==> src/rtl/branch_resolve_ctrl.sv <==
// Branch resolution sequencer: evaluates one conditional branch at a time, redirects fetch and flushes on taken.
// Optional macro BRANCH_UNSIGNED_EN enables bltu/bgeu (funct3 110/111); otherwise those encodings report illegal.
module branch_resolve_ctrl #(
  parameter int unsigned XLEN         = 32,
  parameter int unsigned FLUSH_CYCLES = 2,
  parameter int unsigned CNT_W        = 16
) (
  input  logic             clk_i,
  input  logic             reset_i,
  input  logic             req_valid_i,
  output logic             req_ready_o,
  input  logic [XLEN-1:0]  rs1_i,
  input  logic [XLEN-1:0]  rs2_i,
  input  logic [2:0]       funct3_i,
  input  logic [XLEN-1:0]  pc_i,
  input  logic [XLEN-1:0]  imm_i,
  output logic             res_valid_o,
  output logic             res_taken_o,
  output logic             redirect_valid_o,
  output logic [XLEN-1:0]  redirect_pc_o,
  output logic             flush_o,
  output logic             illegal_o,
  output logic             misalign_o,
  output logic [CNT_W-1:0] br_count_o,
  output logic [CNT_W-1:0] taken_count_o
);

  // state    | meaning
  // ST_IDLE  | ready for a new branch
  // ST_EVAL  | latched branch resolved, pulses driven for one cycle
  // ST_FLUSH | younger instructions killed while the flush counter runs down
  typedef enum logic [1:0] {
    ST_IDLE  = 2'd0,
    ST_EVAL  = 2'd1,
    ST_FLUSH = 2'd2
  } state_e;

  localparam bit         HAS_FLUSH  = (FLUSH_CYCLES != 0);
  localparam logic [3:0] FLUSH_LOAD = HAS_FLUSH ? 4'(FLUSH_CYCLES - 1) : 4'd0;

  state_e           state_q, state_d;
  logic [3:0]       flush_cnt_q, flush_cnt_d;

  logic [XLEN-1:0]  rs1_q, rs2_q, pc_q, imm_q;
  logic [2:0]       funct3_q;
  logic [XLEN-1:0]  redirect_pc_q;
  logic [CNT_W-1:0] br_count_q, taken_count_q;

  logic             accept;
  logic             op_eq;
  logic             op_lt_s;
  logic             cond_legal;
  logic             cond_true;
  logic             eval_taken;
  logic             target_aligned;
  logic             do_redirect;
  logic [XLEN-1:0]  target;

`ifdef BRANCH_UNSIGNED_EN
  logic             op_lt_u;
  assign op_lt_u = (rs1_q < rs2_q);
`endif

  assign accept         = req_valid_i && (state_q == ST_IDLE);
  assign op_eq          = (rs1_q == rs2_q);
  assign op_lt_s        = ($signed(rs1_q) < $signed(rs2_q));
  assign target         = pc_q + imm_q;
  assign target_aligned = (target[1:0] == 2'b00);

  always_comb begin
    cond_legal = 1'b1;
    cond_true  = 1'b0;
    case (funct3_q)
      3'b000:  cond_true = op_eq;
      3'b001:  cond_true = !op_eq;
      3'b100:  cond_true = op_lt_s;
      3'b101:  cond_true = !op_lt_s;
`ifdef BRANCH_UNSIGNED_EN
      3'b110:  cond_true = op_lt_u;
      3'b111:  cond_true = !op_lt_u;
`endif
      default: cond_legal = 1'b0;
    endcase
  end

  assign eval_taken  = cond_legal && cond_true;
  assign do_redirect = (state_q == ST_EVAL) && eval_taken && target_aligned;

  // State register
  always_ff @(posedge clk_i) begin
    if (reset_i) begin
      state_q     <= ST_IDLE;
      flush_cnt_q <= 4'd0;
    end else begin
      state_q     <= state_d;
      flush_cnt_q <= flush_cnt_d;
    end
  end

  // Next-state logic
  always_comb begin
    state_d     = state_q;
    flush_cnt_d = flush_cnt_q;
    case (state_q)
      ST_IDLE: begin
        if (accept) state_d = ST_EVAL;
      end
      ST_EVAL: begin
        if (do_redirect && HAS_FLUSH) begin
          state_d     = ST_FLUSH;
          flush_cnt_d = FLUSH_LOAD;
        end else begin
          state_d = ST_IDLE;
        end
      end
      ST_FLUSH: begin
        if (flush_cnt_q == 4'd0) state_d = ST_IDLE;
        else                     flush_cnt_d = flush_cnt_q - 4'd1;
      end
      default: state_d = ST_IDLE;
    endcase
  end

  // Output decode from registered state and latched operands only
  always_comb begin
    req_ready_o      = (state_q == ST_IDLE);
    res_valid_o      = (state_q == ST_EVAL);
    res_taken_o      = res_valid_o && eval_taken;
    redirect_valid_o = do_redirect;
    redirect_pc_o    = do_redirect ? target : redirect_pc_q;
    flush_o          = (state_q == ST_FLUSH);
    illegal_o        = res_valid_o && !cond_legal;
    misalign_o       = res_valid_o && eval_taken && !target_aligned;
    br_count_o       = br_count_q;
    taken_count_o    = taken_count_q;
  end

  always_ff @(posedge clk_i) begin
    if (reset_i) begin
      rs1_q    <= '0;
      rs2_q    <= '0;
      pc_q     <= '0;
      imm_q    <= '0;
      funct3_q <= 3'b000;
    end else if (accept) begin
      rs1_q    <= rs1_i;
      rs2_q    <= rs2_i;
      pc_q     <= pc_i;
      imm_q    <= imm_i;
      funct3_q <= funct3_i;
    end
  end

  // Redirect target is held so downstream can sample it after the pulse
  always_ff @(posedge clk_i) begin
    if (reset_i) begin
      redirect_pc_q <= '0;
    end else if (do_redirect) begin
      redirect_pc_q <= target;
    end
  end

  always_ff @(posedge clk_i) begin
    if (reset_i) begin
      br_count_q    <= '0;
      taken_count_q <= '0;
    end else if (state_q == ST_EVAL) begin
      if (br_count_q != '1) br_count_q <= br_count_q + CNT_W'(1);
      if (eval_taken && (taken_count_q != '1)) taken_count_q <= taken_count_q + CNT_W'(1);
    end
  end

endmodule

==> config.mk <==
export PLATFORM = sky130hd
export DESIGN_NAME = branch_resolve_ctrl
export DESIGN_NICKNAME = d
export VERILOG_FILES = /design/src/rtl/branch_resolve_ctrl.sv
export SDC_FILE = /design/constraint.sdc
export NUM_CORES = 1
export LEC_CHECK = 0
export ABC_AREA = 1
export CAP_MARGIN = 20
export CORE_UTILIZATION = 52
export DETAILED_ROUTE_END_ITERATION = 16
export PLACE_DENSITY = 0.78
export SLEW_MARGIN = 20
export SYNTH_ARGS = -nofsm -noshare
export SYNTH_HDL_FRONTEND = slang
export SYNTH_SLANG_ARGS = --single-unit
export TNS_END_PERCENT = 50
==> constraint.sdc <==
create_clock -name clk_i -period 3.4 [get_ports clk_i]
set_input_delay 0.34 -clock clk_i [delete_from_list [all_inputs] [get_ports clk_i]]
set_output_delay 0.34 -clock clk_i [all_outputs]
set_load 0.02 [all_outputs]
==> metrics.cfg <==
[yosys]
synth_flop_cell=dfxtp_1
ys_async_sr_fraction_pct=0
synthTopCellsByArea=dfxtp_1 39%, nor2_1 10%, o21ai_0 8.7%
syn_area_per_cell_um2=7.143
yosys_warnings=0
synth.top_cell.area_share_pct=39.47
synth_cells=1427
synthDistinctLibCells=43
synthTopCellsByCount=271 x nor2_1, 201 x dfxtp_1, 193 x nand2_1, 177 x o21ai_0, 147 x inv_1
synth_nets=1631
yosys.cell_count.top_type=nor2_1
ys_seq_area_share_pct=39.47
syn_area_um2=10190
synth-seq-cells=201
synth_edf_count=0
yosys.area.top_type=dfxtp_1

[clock_network]
hold_buffers=0
root_buffer=clkbuf_16
clkTransAtPathRegs_ps=60
cts_tree=done
h-tree-depth=1
cts_sinks=201
ctsLongestPathBuffers=3
insertion_delay_ps=500
cts_buffers=22

[critical_path]
crit_type=register to output port
cp.arrival_ps=3050
cp_max_fo=6
worst_setup_path_start_kind=register
crit_required_ps=3060
worstSetupEndpointType=output port

[place]
port_buffers=204
hpwl_mm=20.18
gp_congestion=0.9125

[global_routing]
grt_pass1_wl_mm=44.13
grt_pass1_vias=9179
grt-ovfl-total=0
grt_max_degree=87
antenna_found_initial=3
grt_use_total_pct=27.06

[floorplan]
fp.coreArea_um2=18960
chipWidth_um=142.0
start_util_pct=53.78
num_rows=50
ios=205
chipHeight_um=142.0
dieArea_um2=20170

[route]
drtAntennaViolNets=0
drcViolationCount=0
vias=10060
via_per_inst=5.283
wl_per_cell_um=14.88
drtIter0Drc=512
first_pass_iters=5
wirelength_mm=28.32

[timing]
drv_slew=0
tightest_slew_ps=700.2
setup_violations=0
timing.final.crit_share_pct=99.58
skew_ps=9.091
slew_headroom_pct=53.32
rsz0062_at_grt=yes
fmax_ghz=0.2954
finalHoldViolations=0
fin_crit_ps=3386
fin_tns_setup_ps=0

[layout]
utilization_pct=72.75
syn_to_final_growth_pct=35.28
drive_gt1_share_pct=12.71
antenna_cells=0
num-nets-final=1832

[power]
irDropWorstVdd_mv=0.3357
power_density_nw_per_um2=497.7
p_total_mw=6.863
p_leak_nw=5.805

[worst_hold_path]
hp-class=input port to register

[job]
maxCapViolations=0

[outcome]
status=finished clean

final cells by class:
cell class              count  area [um2]
clock buffers              26       586.8
clock inverters            14       163.9
fillers                  1526        5166
inverters                 149       573.1
multi-input cells        1018        5821
flip-flops and latches    201        4038
well taps                 260       325.3
repair buffers            236        2282
layer usage:
layer / global-route usage, % / wire (um) / up-vias
met2: 45.69 / 13380 / 296
met4: 7.187 / 610 / 4
met1: 35.17 / 12580 / 4631
met5: 0 / 33 / -
met3: 5.350 / 1721 / 48
li1: - / - / 5080
layout by cell type, fill, tap and decap left out, types with 5 or more instances in the layout:
cell type        count
dfxtp_1            190
buf_4               39
o21ai_1             10
nand3_1             40
dfxtp_2             11
buf_2                9
clkinv_2             6
nor3b_1              5
nor4_1               6
buf_6                7
nand2_1            176
inv_1              131
nor2_1             266
ha_1                52
xnor2_1             15
nand4_1             13
a21oi_2              5
nand3_2              5
nor3_1              24
o21ai_2             10
ha_4                16
a21oi_1            109
inv_2               16
clkdlybuf4s50_1    169
o21ai_4              8
nor2_2               5
o21a_1               5
o21ai_0            163
clkbuf_16           25
xor2_1              23
nand2_2             15
and2_1               9
power by group:
part | switching, mW | total, mW | leakage [nW] | internal (mW)
Combinational | 0.995 | 1.70 | 3.79 | 0.707
Sequential | 0.128 | 2.69 | 1.65 | 2.57
Clock | 0.993 | 2.47 | 0.362 | 1.47
Total | 2.12 | 6.86 | 5.80 | 4.75
worst paths after layout:
check                                from                end  slack [ps]  cells after the start
worst min register to register  rs2_q[13]          rs2_q[13]         460                      2
worst max register to register  rs2_q[18]   taken_count_o[3]         390                     18
worst min-delay path            rs1_i[15]          rs1_q[15]         460                      3
worst max-delay path            rs2_q[18]  redirect_pc_o[21]          10                     19
cells by family after synthesis:
kind of cell,share of synthesized area [%]
flops,39.47
xor+xnor,3.351
buf+inv,7.990
fa+ha+maj,8.666
compound gates,17.31
simple gates,23.21
critical path, cell delays in order (launching register included):
cell and delay, ps:
dfxtp_1 310, inv_1 70, ha_4 270, nand2_1 50, nor2_1 90, nand2_1 80
nor3b_2 230, nand2_1 130, nand2_1 100, nand2_2 80, nand3_2 70, nand2_2 60
nor2_4 160, nor2_4 70, nand2_4 130, clkinv_8 100, clkbuf_16 180, o21ai_2 140
inv_1 60, buf_2 150
metrics by stage:
step           instance area [um2]  instances  setup WS (ps)  hold WS (ps)
6_report                     13790       1904          14.36         456.5
3_5_place_dp                 12510       1854         -96.68         445.5
3_3_place_gp                 12510       1854          20.80         440.0
2_1_floorplan                10190       1427          633.8         425.1
5_1_grt                      13790       1904         -165.4         468.9
4_1_cts                      13260       1895         -149.0         446.8
state kept, by name, indices dropped and copies added, names as in the netlist:
name           cells
br_count_o        16
flush_cnt_q        4
funct3_q           3
imm_q             32
pc_q              32
redirect_pc_q     32
rs1_q             32
rs2_q             32
state_q            2
taken_count_o     16
repair_timing:
action / 4_1_cts / 5_1_grt
pin swaps: 2 / 26
gates cloned: 1 / 3
setup endpoints to repair: 35 / 34
gates resized for setup: 124 / 165
setup buffers: 0 / 6
Power figures use the tool's default switching activity.
